<file path="src/rtl/ddc_pkg.sv">
// Shared constants and types for the I2S/DDC audio path.
// Frame geometry is fixed: 64 bclk per frame, two 32-bit slots.
package ddc_pkg;

  localparam int FRAME_BITS         = 64;
  localparam int SLOT_BITS          = 32;
  localparam int BIT_IDX_W          = $clog2(FRAME_BITS);
  localparam int DEFAULT_DATA_WIDTH = 16;

  typedef struct packed {
    logic [DEFAULT_DATA_WIDTH-1:0] left;
    logic [DEFAULT_DATA_WIDTH-1:0] right;
  } stereo_pair_t;

endpackage

</file>
<file path="src/rtl/sync_fifo.sv">
// Single-clock FIFO with exact occupancy count. A push while full is refused even
// when a pop happens in the same cycle; a pop while empty is ignored.
module sync_fifo #(
  parameter int WIDTH = 32,
  parameter int DEPTH = 4
) (
  input  logic                     clk,
  input  logic                     rst,
  input  logic                     push,
  input  logic [WIDTH-1:0]         wdata,
  input  logic                     pop,
  output logic [WIDTH-1:0]         rdata,
  output logic                     full,
  output logic                     empty,
  output logic [$clog2(DEPTH):0]   level
);

  localparam int AW = $clog2(DEPTH);
  localparam int LW = AW + 1;

  logic [WIDTH-1:0] mem [DEPTH];
  logic [AW-1:0]    wr_ptr;
  logic [AW-1:0]    rd_ptr;
  logic             do_push;
  logic             do_pop;

  assign full    = (level == LW'(DEPTH));
  assign empty   = (level == '0);
  assign do_push = push && !full;
  assign do_pop  = pop && !empty;
  assign rdata   = mem[rd_ptr];

  // Pointers are exactly AW bits wide, so they wrap modulo DEPTH on their own.
  always_ff @(posedge clk or negedge rst) begin
    if (!rst) begin
      wr_ptr <= '0;
      rd_ptr <= '0;
      level  <= '0;
    end else begin
      // NOTE: state registers use non-blocking assignments so every flop in the
      // design samples pre-edge values regardless of process ordering.
      if (do_push) wr_ptr <= wr_ptr + AW'(1);
      if (do_pop)  rd_ptr <= rd_ptr + AW'(1);
      case ({do_push, do_pop})
        2'b10:   level <= level + LW'(1);
        2'b01:   level <= level - LW'(1);
        default: level <= level;
      endcase
    end
  end

  // NOTE: the storage array has no reset; an entry is only ever read after it has
  // been written, and leaving it unreset lets it map onto plain RAM.
  always_ff @(posedge clk) begin
    if (do_push) mem[wr_ptr] <= wdata;
  end

endmodule

</file>
<file path="src/rtl/i2s_tx_master.sv">
// I2S master transmitter: divides clk into bclk, frames 64-bit stereo words with
// the one-bit I2S delay and serialises FIFO-buffered sample pairs MSB first.
module i2s_tx_master
  import ddc_pkg::*;
#(
  parameter int DATA_WIDTH = DEFAULT_DATA_WIDTH,
  parameter int CLK_DIV    = 2,
  parameter int FIFO_DEPTH = 4
) (
  input  logic                          clk,
  input  logic                          rst,
  input  logic                          en,
  input  logic                          s_valid,
  input  logic [DATA_WIDTH-1:0]         s_left,
  input  logic [DATA_WIDTH-1:0]         s_right,
  output logic                          s_ready,
  output logic [$clog2(FIFO_DEPTH):0]   fifo_level,
  input  logic                          underrun_clr,
  output logic                          underrun,
  output logic                          bclk,
  output logic                          lrclk,
  output logic                          sdout
);

  localparam int PW = 2 * DATA_WIDTH;
  localparam int CW = (CLK_DIV > 1) ? $clog2(CLK_DIV) : 1;
  localparam int BW = BIT_IDX_W;

  localparam logic [CW-1:0] CNT_LAST = CW'(CLK_DIV - 1);
  localparam logic [BW-1:0] B_LAST   = BW'(FRAME_BITS - 1);
  localparam logic [BW-1:0] R_SLOT   = BW'(SLOT_BITS);
  localparam logic [BW-1:0] L_FIRST  = BW'(1);
  localparam logic [BW-1:0] L_LAST   = BW'(DATA_WIDTH);
  localparam logic [BW-1:0] R_FIRST  = BW'(SLOT_BITS + 1);
  localparam logic [BW-1:0] R_LAST   = BW'(SLOT_BITS + DATA_WIDTH);

  logic [CW-1:0] count;
  logic [BW-1:0] bit_idx;
  logic [BW-1:0] bit_next;
  logic [PW-1:0] shift_q;
  logic [PW-1:0] fifo_rdata;
  logic          fifo_full;
  logic          fifo_empty;
  logic          tick;
  logic          fall;
  logic          frame_load;
  logic          data_slot;

  sync_fifo #(
    .WIDTH (PW),
    .DEPTH (FIFO_DEPTH)
  ) u_fifo (
    .clk   (clk),
    .rst   (rst),
    .push  (s_valid),
    .wdata ({s_left, s_right}),
    .pop   (frame_load),
    .rdata (fifo_rdata),
    .full  (fifo_full),
    .empty (fifo_empty),
    .level (fifo_level)
  );

  assign s_ready = !fifo_full;

  // All serial updates happen on the bclk 1->0 toggle so data is stable at the
  // receiver's rising-edge sample point.
  assign tick       = (count == CNT_LAST);
  assign fall       = en && tick && bclk;
  assign bit_next   = (bit_idx == B_LAST) ? '0 : bit_idx + BW'(1);
  assign frame_load = fall && (bit_idx == B_LAST);
  assign data_slot  = ((bit_next >= L_FIRST) && (bit_next <= L_LAST)) ||
                      ((bit_next >= R_FIRST) && (bit_next <= R_LAST));

  always_ff @(posedge clk or negedge rst) begin
    if (!rst) begin
      count   <= '0;
      bclk    <= 1'b0;
      bit_idx <= B_LAST;
      lrclk   <= 1'b0;
      sdout   <= 1'b0;
      shift_q <= '0;
    end else if (!en) begin
      // Idle parks at b=63 so the first fall after enable opens a fresh frame.
      count   <= '0;
      bclk    <= 1'b0;
      bit_idx <= B_LAST;
      lrclk   <= 1'b0;
      sdout   <= 1'b0;
      shift_q <= '0;
    end else begin
      if (tick) begin
        count <= '0;
        bclk  <= !bclk;
      end else begin
        count <= count + CW'(1);
      end

      if (fall) begin
        bit_idx <= bit_next;
        lrclk   <= (bit_next >= R_SLOT);
        if (frame_load) begin
          // An empty FIFO sends a silent frame rather than stale data.
          shift_q <= fifo_empty ? '0 : fifo_rdata;
          sdout   <= 1'b0;
        end else if (data_slot) begin
          // Left occupies the top half, so after DATA_WIDTH shifts the right
          // sample's MSB is already in place for the second slot.
          sdout   <= shift_q[PW-1];
          shift_q <= {shift_q[PW-2:0], 1'b0};
        end else begin
          sdout   <= 1'b0;
        end
      end
    end
  end

  // Set has priority over clear so a coinciding underrun is never lost.
  always_ff @(posedge clk or negedge rst) begin
    if (!rst) begin
      underrun <= 1'b0;
    end else if (frame_load && fifo_empty) begin
      underrun <= 1'b1;
    end else if (underrun_clr) begin
      underrun <= 1'b0;
    end
  end

endmodule

</file>
<file path="config.mk">
export PLATFORM = sky130hd
export DESIGN_NAME = i2s_tx_master
export DESIGN_NICKNAME = d
export VERILOG_FILES = /design/src/rtl/ddc_pkg.sv /design/src/rtl/sync_fifo.sv /design/src/rtl/i2s_tx_master.sv
export SDC_FILE = /design/constraint.sdc
export NUM_CORES = 1
export LEC_CHECK = 0
export BUFFER_PORTS_ARGS = -buffer_cell sky130_fd_sc_hd__buf_2
export CAP_MARGIN = 25
export CELL_PAD_IN_SITES_DETAIL_PLACEMENT = 2
export CELL_PAD_IN_SITES_GLOBAL_PLACEMENT = 2
export CORE_MARGIN = 3
export CORE_UTILIZATION = 45
export CTS_BUF_LIST = sky130_fd_sc_hd__clkbuf_2 sky130_fd_sc_hd__clkbuf_4 sky130_fd_sc_hd__clkbuf_8
export DETAILED_ROUTE_END_ITERATION = 7
export PLACE_DENSITY = 0.89
export SKIP_CTS_REPAIR_TIMING = 1
export SLEW_MARGIN = 20
export SYNTH_ARGS = -nofsm -noshare
export SYNTH_HDL_FRONTEND = slang
export SYNTH_SLANG_ARGS = --single-unit
</file>
<file path="constraint.sdc">
create_clock -name clk -period 3.3 [get_ports clk]
set_input_delay 0 -clock clk [delete_from_list [all_inputs] [get_ports clk]]
set_output_delay 0 -clock clk [all_outputs]
set_load 0.01 [all_outputs]
</file>
==> impl_metrics.json, run 1 <==
{
  "grt.total_usage": 0.222,
  "via_per_inst": 5.63,
  "initial_utilization": 0.465,
  "status": "complete, but fails checks",
  "yosysSeqAreaShare": 0.680,
  "syn_area_per_cell_um2": 16.2,
  "cpMaxStageDelayCell": "dfstp_2",
  "grt_pass1_wl_um": 29600,
  "min_path_cells": 3,
  "r2r-end": "u_fifo.level[2]$_DFFE_PN0P_",
  "synth_common_cells": "edfxtp_1 (128), nand2_1 (63), dfrtp_1 (44)",
  "yosysMostFrequentCell": "edfxtp_1",
  "num_io_pins": 45,
  "hp-class": "input port to flip-flop",
  "crit_fanout": 9,
  "cts.htree.levels": 4,
  "reg2regPathDepth": 10,
  "insertion_delay_ps": 480,
  "clock.fmax_mhz": 331,
  "rsz0062_at_grt": "false",
  "cts_tree": "built",
  "synth-async-reset-ratio": 0.281,
  "cts_sinks": 178,
  "hold_path_end": "u_fifo.wr_ptr[0]$_DFFE_PN0P_",
  "antenna_found_initial": 0,
  "critical_path_class": "flip-flop to flip-flop",
  "synthTopCellsByArea": "edfxtp_1 (51%), dfrtp_1 (15%), mux4_2 (9.6%)",
  "cts_root_buffer": "clkbuf_8",
  "whs_ps": -24.7,
  "routed_wl_um": 19200,
  "drc": 0,
  "path_cells": "ha_2, and3_1, nand3_1, nor2_1, ha_1, inv_1, fa_1, xor2_1, nor2_1, xor2_1",
  "synthesis.area_um2": 7500,
  "required_ps": 3690,
  "syn_inst": 463,
  "wl_per_cell_um": 24.9,
  "place.gp.congestion": 0.828,
  "leakage_uw": 0.00327,
  "synth.net_count": 509,
  "fin_ws_ps": 283,
  "crit_path_end_kind": "flip-flop",
  "synth_top_area_share": 0.513,
  "hold_start": "s_valid",
  "drive_above_1_share": 0.245,
  "rrSetupSlack_ps": 280,
  "grt_max_degree": 64,
  "drtAntennaViolNets": 0,
  "dpl_worst_slack_ps": 338,
  "cp_slowest_stage_delay_ps": 630,
  "dieArea_um2": 18200,
  "relSlewSlack": 0.402,
  "numPortBuffers": 44,
  "diodes": 0,
  "dpl.hpwl_um": 12100,
  "row_count": 46,
  "grt_pass1_vias": 4867,
  "fin_crit_ps": 3020,
  "yosysWarnings": 0,
  "cp.buffers_inverters": 1,
  "max_cap_viol_count": 0,
  "cts_buffers": 17,
  "path_clk_slew_ps": 100,
  "synth-edff-count": 128,
  "drv_slew": 0,
  "clock_skew_ps": 15.8,
  "power_uw": 5870,
  "overflow": 0,
  "path_delay_family": "adder cells",
  "core_um2": 16100,
  "die_h_um": 135,
  "die_w_um": 135,
  "ys_types": 44,
  "fin_nets": 589,
  "synthFlopType": "edfxtp_1",
  "synth_top_area_cell": "edfxtp_1",
  "drt_first_iter_violations": 268,
  "start_kind": "flip-flop",
  "final_cell_count_no_fill": 772,
  "powerDensity_nw_per_um2": 679,
  "failed_checks": "negative hold slack",
  "irDropWorstVdd_mv": 0.413,
  "fin_crit_sh": 0.914,
  "via_count": 4348,
  "ys_ff_latch": 178,
  "clockBufferDepth": 2,
  "setup_tns_ps": 0,
  "reg2reg_from": "bit_idx[0]$_DFFE_PN1P_",
  "hold_viol_final": 1,
  "place_inst": 706,
  "area_growth_syn_to_layout_pct": 15.4,
  "tightest_slew_ps": 895,
  "cp.arrival_ps": 3410,
  "setup_viol": 0,
  "drtPass1Iterations": 4
}
logic make-up after synthesis:
| group | after synthesis | synth area share |
|---|---|---|
| simple gates | 109 | 0.0701 |
| xor+xnor | 10 | 0.0117 |
| mux | 64 | 0.139 |
| fa+ha+maj | 9 | 0.0160 |
| compound gates | 51 | 0.0526 |
| buf+inv | 42 | 0.0302 |
| flops | 178 | 0.680 |
layer usage:
metal,up-vias,track usage,routed length [µm]
li1,1914,-,-
met1,2297,0.269,7630
met2,107,0.394,10500
met3,30,0.0395,691
met4,0,0.0879,444
met5,-,0,0
sequential cells by signal (all words and copies together) (netlist names):
name,count
u_fifo.level,3
u_fifo.rd_ptr,2
bclk,1
lrclk,1
count,1
sdout,1
shift_q,32
bit_idx,6
underrun,1
u_fifo.mem,128
u_fifo.wr_ptr,2
placed cells by master, fill, tap and decap left out, drive strengths merged, types with 7 or more instances in the layout:
master	count
buf	58
dfrtp	44
clkbuf	18
edfxtp	128
ha	8
nor3b	11
dlygate4sd3	34
a22o	21
and3	7
nand3	9
mux2i	31
a21oi	13
nand2	63
inv	20
mux4	32
final cells by class:
class	instances	area, µm²
fillers	1430	7470
clock inverters	14	136
inverters	11	41.3
multi-input cells	243	2180
repair buffers	92	678
well taps	216	270
clock buffers	18	241
flip-flops and latches	178	5100
worst max-delay path by stage:
| stage | startpoint | end | slack, ps | cells past startpoint |
|---|---|---|---|---|
| 2_1_floorplan | bit_idx[0]$_DFFE_PN1P_ | u_fifo.level[2]$_DFFE_PN0P_ | 790 | 11 |
| 3_3_place_gp | bit_idx[0]$_DFFE_PN1P_ | u_fifo.level[2]$_DFFE_PN0P_ | 590 | 10 |
| 3_5_place_dp | bit_idx[0]$_DFFE_PN1P_ | u_fifo.level[2]$_DFFE_PN0P_ | 340 | 10 |
| 4_1_cts | bit_idx[0]$_DFFE_PN1P_ | u_fifo.level[2]$_DFFE_PN0P_ | 150 | 10 |
| 5_1_grt | bit_idx[1]$_DFFE_PN1P_ | u_fifo.level[2]$_DFFE_PN0P_ | 70 | 10 |
| 6_report | bit_idx[0]$_DFFE_PN1P_ | u_fifo.level[2]$_DFFE_PN0P_ | 280 | 10 |
through the flow:
stage               utilization  area [µm²]
global route              0.537        8650
finish                    0.537        8650
detailed placement        0.492        7930
global placement          0.492        7930
floorplan                     -        7500
CTS                       0.515        8310
worst register-to-register path, stage by stage (launching register included):
cell     delay (ps)
dfstp_2         630
ha_2            340
and3_1          280
nand3_1         170
nor2_1          310
ha_1            250
inv_1            70
fa_1            370
xor2_1          170
nor2_1          150
xor2_1          190
power by group:
part	switching (µW)	internal, µW	total, µW
sequential	177	2800	2980
combinational	798	638	1440
clock	885	568	1450
(Power assumes the default switching activity.)
==> run 2: changes to the inputs <==
--- a/config.mk
+++ b/config.mk
@@ -13,9 +13,10 @@
 export CORE_UTILIZATION = 45
 export CTS_BUF_LIST = sky130_fd_sc_hd__clkbuf_2 sky130_fd_sc_hd__clkbuf_4 sky130_fd_sc_hd__clkbuf_8
 export DETAILED_ROUTE_END_ITERATION = 7
-export PLACE_DENSITY = 0.89
+export PLACE_DENSITY = 0.88
 export SKIP_CTS_REPAIR_TIMING = 1
 export SLEW_MARGIN = 20
 export SYNTH_ARGS = -nofsm -noshare
 export SYNTH_HDL_FRONTEND = slang
+export SYNTH_HIERARCHICAL = 1
 export SYNTH_SLANG_ARGS = --single-unit
==> run 2 against run 1 <==
Effect of this change: the run now ends clean; via count decreased by 2.3%; sequential cell count is the same; first-iteration DRC count is 13% lower; worst hold slack gained 130 ps; power is 2.8% higher; register-to-register slack worse by 130 ps; clock-buffer cell count is the same; synthesized cell count fell by 1.7%; sequential share of layout area fell by 0.93 points.
==> impl_metrics.json, run 2 <==
{
  "status": "completed",
  "dieArea_um2": 18800,
  "via_count": 4247,
  "synthesis.area_um2": 7720,
  "synth-async-reset-ratio": 0.281,
  "powerDensity_nw_per_um2": 687,
  "core_um2": 16700,
  "path_clk_slew_ps": 100,
  "yosysWarnings": 6,
  "drtPass1Iterations": 4,
  "die_h_um": 137,
  "drive_above_1_share": 0.244,
  "initial_utilization": 0.462,
  "syn_inst": 455,
  "setup_tns_ps": 0,
  "yosysMostFrequentCell": "edfxtp_1",
  "setup_viol": 0,
  "required_ps": 3680,
  "top_regs": "u_fifo/mem (128), shift_q (32), bit_idx (6)",
  "ys_types": 48,
  "grt.total_usage": 0.203,
  "top_register": "u_fifo/mem",
  "diodes": 0,
  "synthFlopType": "edfxtp_1",
  "irDropWorstVdd_mv": 0.357,
  "num_io_pins": 45,
  "hp-class": "input port to asynchronous set/reset pin",
  "rsz0062_at_grt": "false",
  "max_cap_viol_count": 0,
  "via_per_inst": 5.49,
  "die_w_um": 137,
  "overflow": 0,
  "ys_ff_latch": 178,
  "relSlewSlack": 0.572,
  "wl_per_cell_um": 23.8,
  "cts_buffers": 17,
  "fin_crit_sh": 0.954,
  "area_growth_syn_to_layout_pct": 13.8,
  "layout_commonest_cell": "edfxtp_1",
  "reg2reg_from": "bit_idx[0]$_DFFE_PN1P_",
  "synthTopCellsByArea": "edfxtp_1 (50%), dfrtp_1 (14%), mux2i_1 (8.2%)",
  "r2r-end": "u_fifo/level[2]$_DFFE_PN0P_",
  "fin_nets": 587,
  "clockBufferDepth": 2,
  "dpl.hpwl_um": 11200,
  "routed_wl_um": 18400,
  "drtAntennaViolNets": 0,
  "final_cell_mix": "edfxtp_1 (128), mux2i_1 (63), buf_2 (44)",
  "hold_viol_final": 0,
  "synth_top_area_cell": "edfxtp_1",
  "final_util": 0.526,
  "cts_root_buffer": "clkbuf_8",
  "fin_crit_ps": 3150,
  "synth.net_count": 501,
  "clock_skew_ps": 12.3,
  "tightest_slew_ps": 642,
  "cts_sinks": 178,
  "drc": 0,
  "critical_path_class": "flip-flop to flip-flop",
  "antenna_found_initial": 0,
  "clock.fmax_mhz": 318,
  "row_count": 47,
  "reg2regPathDepth": 12,
  "rrSetupSlack_ps": 150,
  "drv_slew": 0,
  "leakage_uw": 0.00366,
  "grt_pass1_wl_um": 27800,
  "place.gp.congestion": 0.811,
  "start_kind": "flip-flop",
  "yosysSeqAreaShare": 0.661,
  "insertion_delay_ps": 460,
  "cts_tree": "built",
  "largest_reg_flops": 128,
  "synth_common_cells": "edfxtp_1 (128), mux2i_1 (63), dfrtp_1 (44)",
  "syn_area_per_cell_um2": 17.0,
  "synth-edff-count": 128,
  "grt_pass1_vias": 4713,
  "drt_first_iter_violations": 234,
  "grt_max_degree": 40,
  "numPortBuffers": 44,
  "cts.htree.levels": 4,
  "synth_top_area_share": 0.498,
  "crit_path_end_kind": "flip-flop",
  "cp.arrival_ps": 3530,
  "crit_fanout": 6
}
-- run 2: worst max path at each step --
| stage | startpoint | to | cells after the start |
|---|---|---|---|
| after floorplan | bit_idx[0]$_DFFE_PN1P_ | u_fifo/level[2]$_DFFE_PN0P_ | 14 |
| after global placement | bit_idx[0]$_DFFE_PN1P_ | u_fifo/level[2]$_DFFE_PN0P_ | 12 |
| after detailed placement | bit_idx[0]$_DFFE_PN1P_ | u_fifo/level[2]$_DFFE_PN0P_ | 12 |
| after CTS | bit_idx[0]$_DFFE_PN1P_ | u_fifo/level[2]$_DFFE_PN0P_ | 12 |
| after global routing | bit_idx[0]$_DFFE_PN1P_ | u_fifo/level[2]$_DFFE_PN0P_ | 12 |
| final | bit_idx[0]$_DFFE_PN1P_ | u_fifo/level[2]$_DFFE_PN0P_ | 12 |
-- run 2: logic make-up after synthesis --
logic type      Yosys count  share of synthesized area
compound gates           21                     0.0185
buf+inv                  38                     0.0413
mux                      96                      0.178
simple gates            106                     0.0778
flops                   178                      0.661
fa+ha+maj                 9                     0.0156
xor+xnor                  7                    0.00794
-- run 2: stage by stage --
stage	power, µW	hold WS, ps	instances	setup slack, ps	instance area [µm²]
after floorplan	4180	-296	455	331	7720
after global placement	4510	47.8	706	336	8060
after detailed placement	4640	65.1	706	140	8060
after CTS	6030	-460	738	44.0	8410
after global routing	6320	140	774	26.4	8790
final	6040	101	774	152	8790
-- run 2: report_power, final --
part	internal (µW)	switching, µW
Clock	600	790
Sequential	2810	247
Combinational	776	812
-- run 2: critical path, stage by stage, from the launching register on --
cell     delay, ps
dfstp_2        600
ha_4           190
and2_4         170
nand4_4        110
or3_2          500
inv_2           90
o31a_1         220
ha_2           240
inv_1           60
fa_1           400
xor2_1         170
nor2_1         150
xor2_1         180
-- run 2: layout make-up --
cell class	instances	area, µm²
Fill cell	1526	7910
Sequential cell	178	5100
Multi-Input combinational cell	239	2320
Timing Repair Buffer	92	683
Tap cell	220	275
Clock buffer	18	241
Clock inverter	14	113
Inverter	13	48.8
-- run 2: metal layers --
layer  GRT usage  wire length (µm)  vias up
met4      0.0804               459        0
met1       0.250              7500     2241
met3      0.0382               552       33
met5           0                 0        -
met2       0.353              9870       96
li1            -                 -     1877
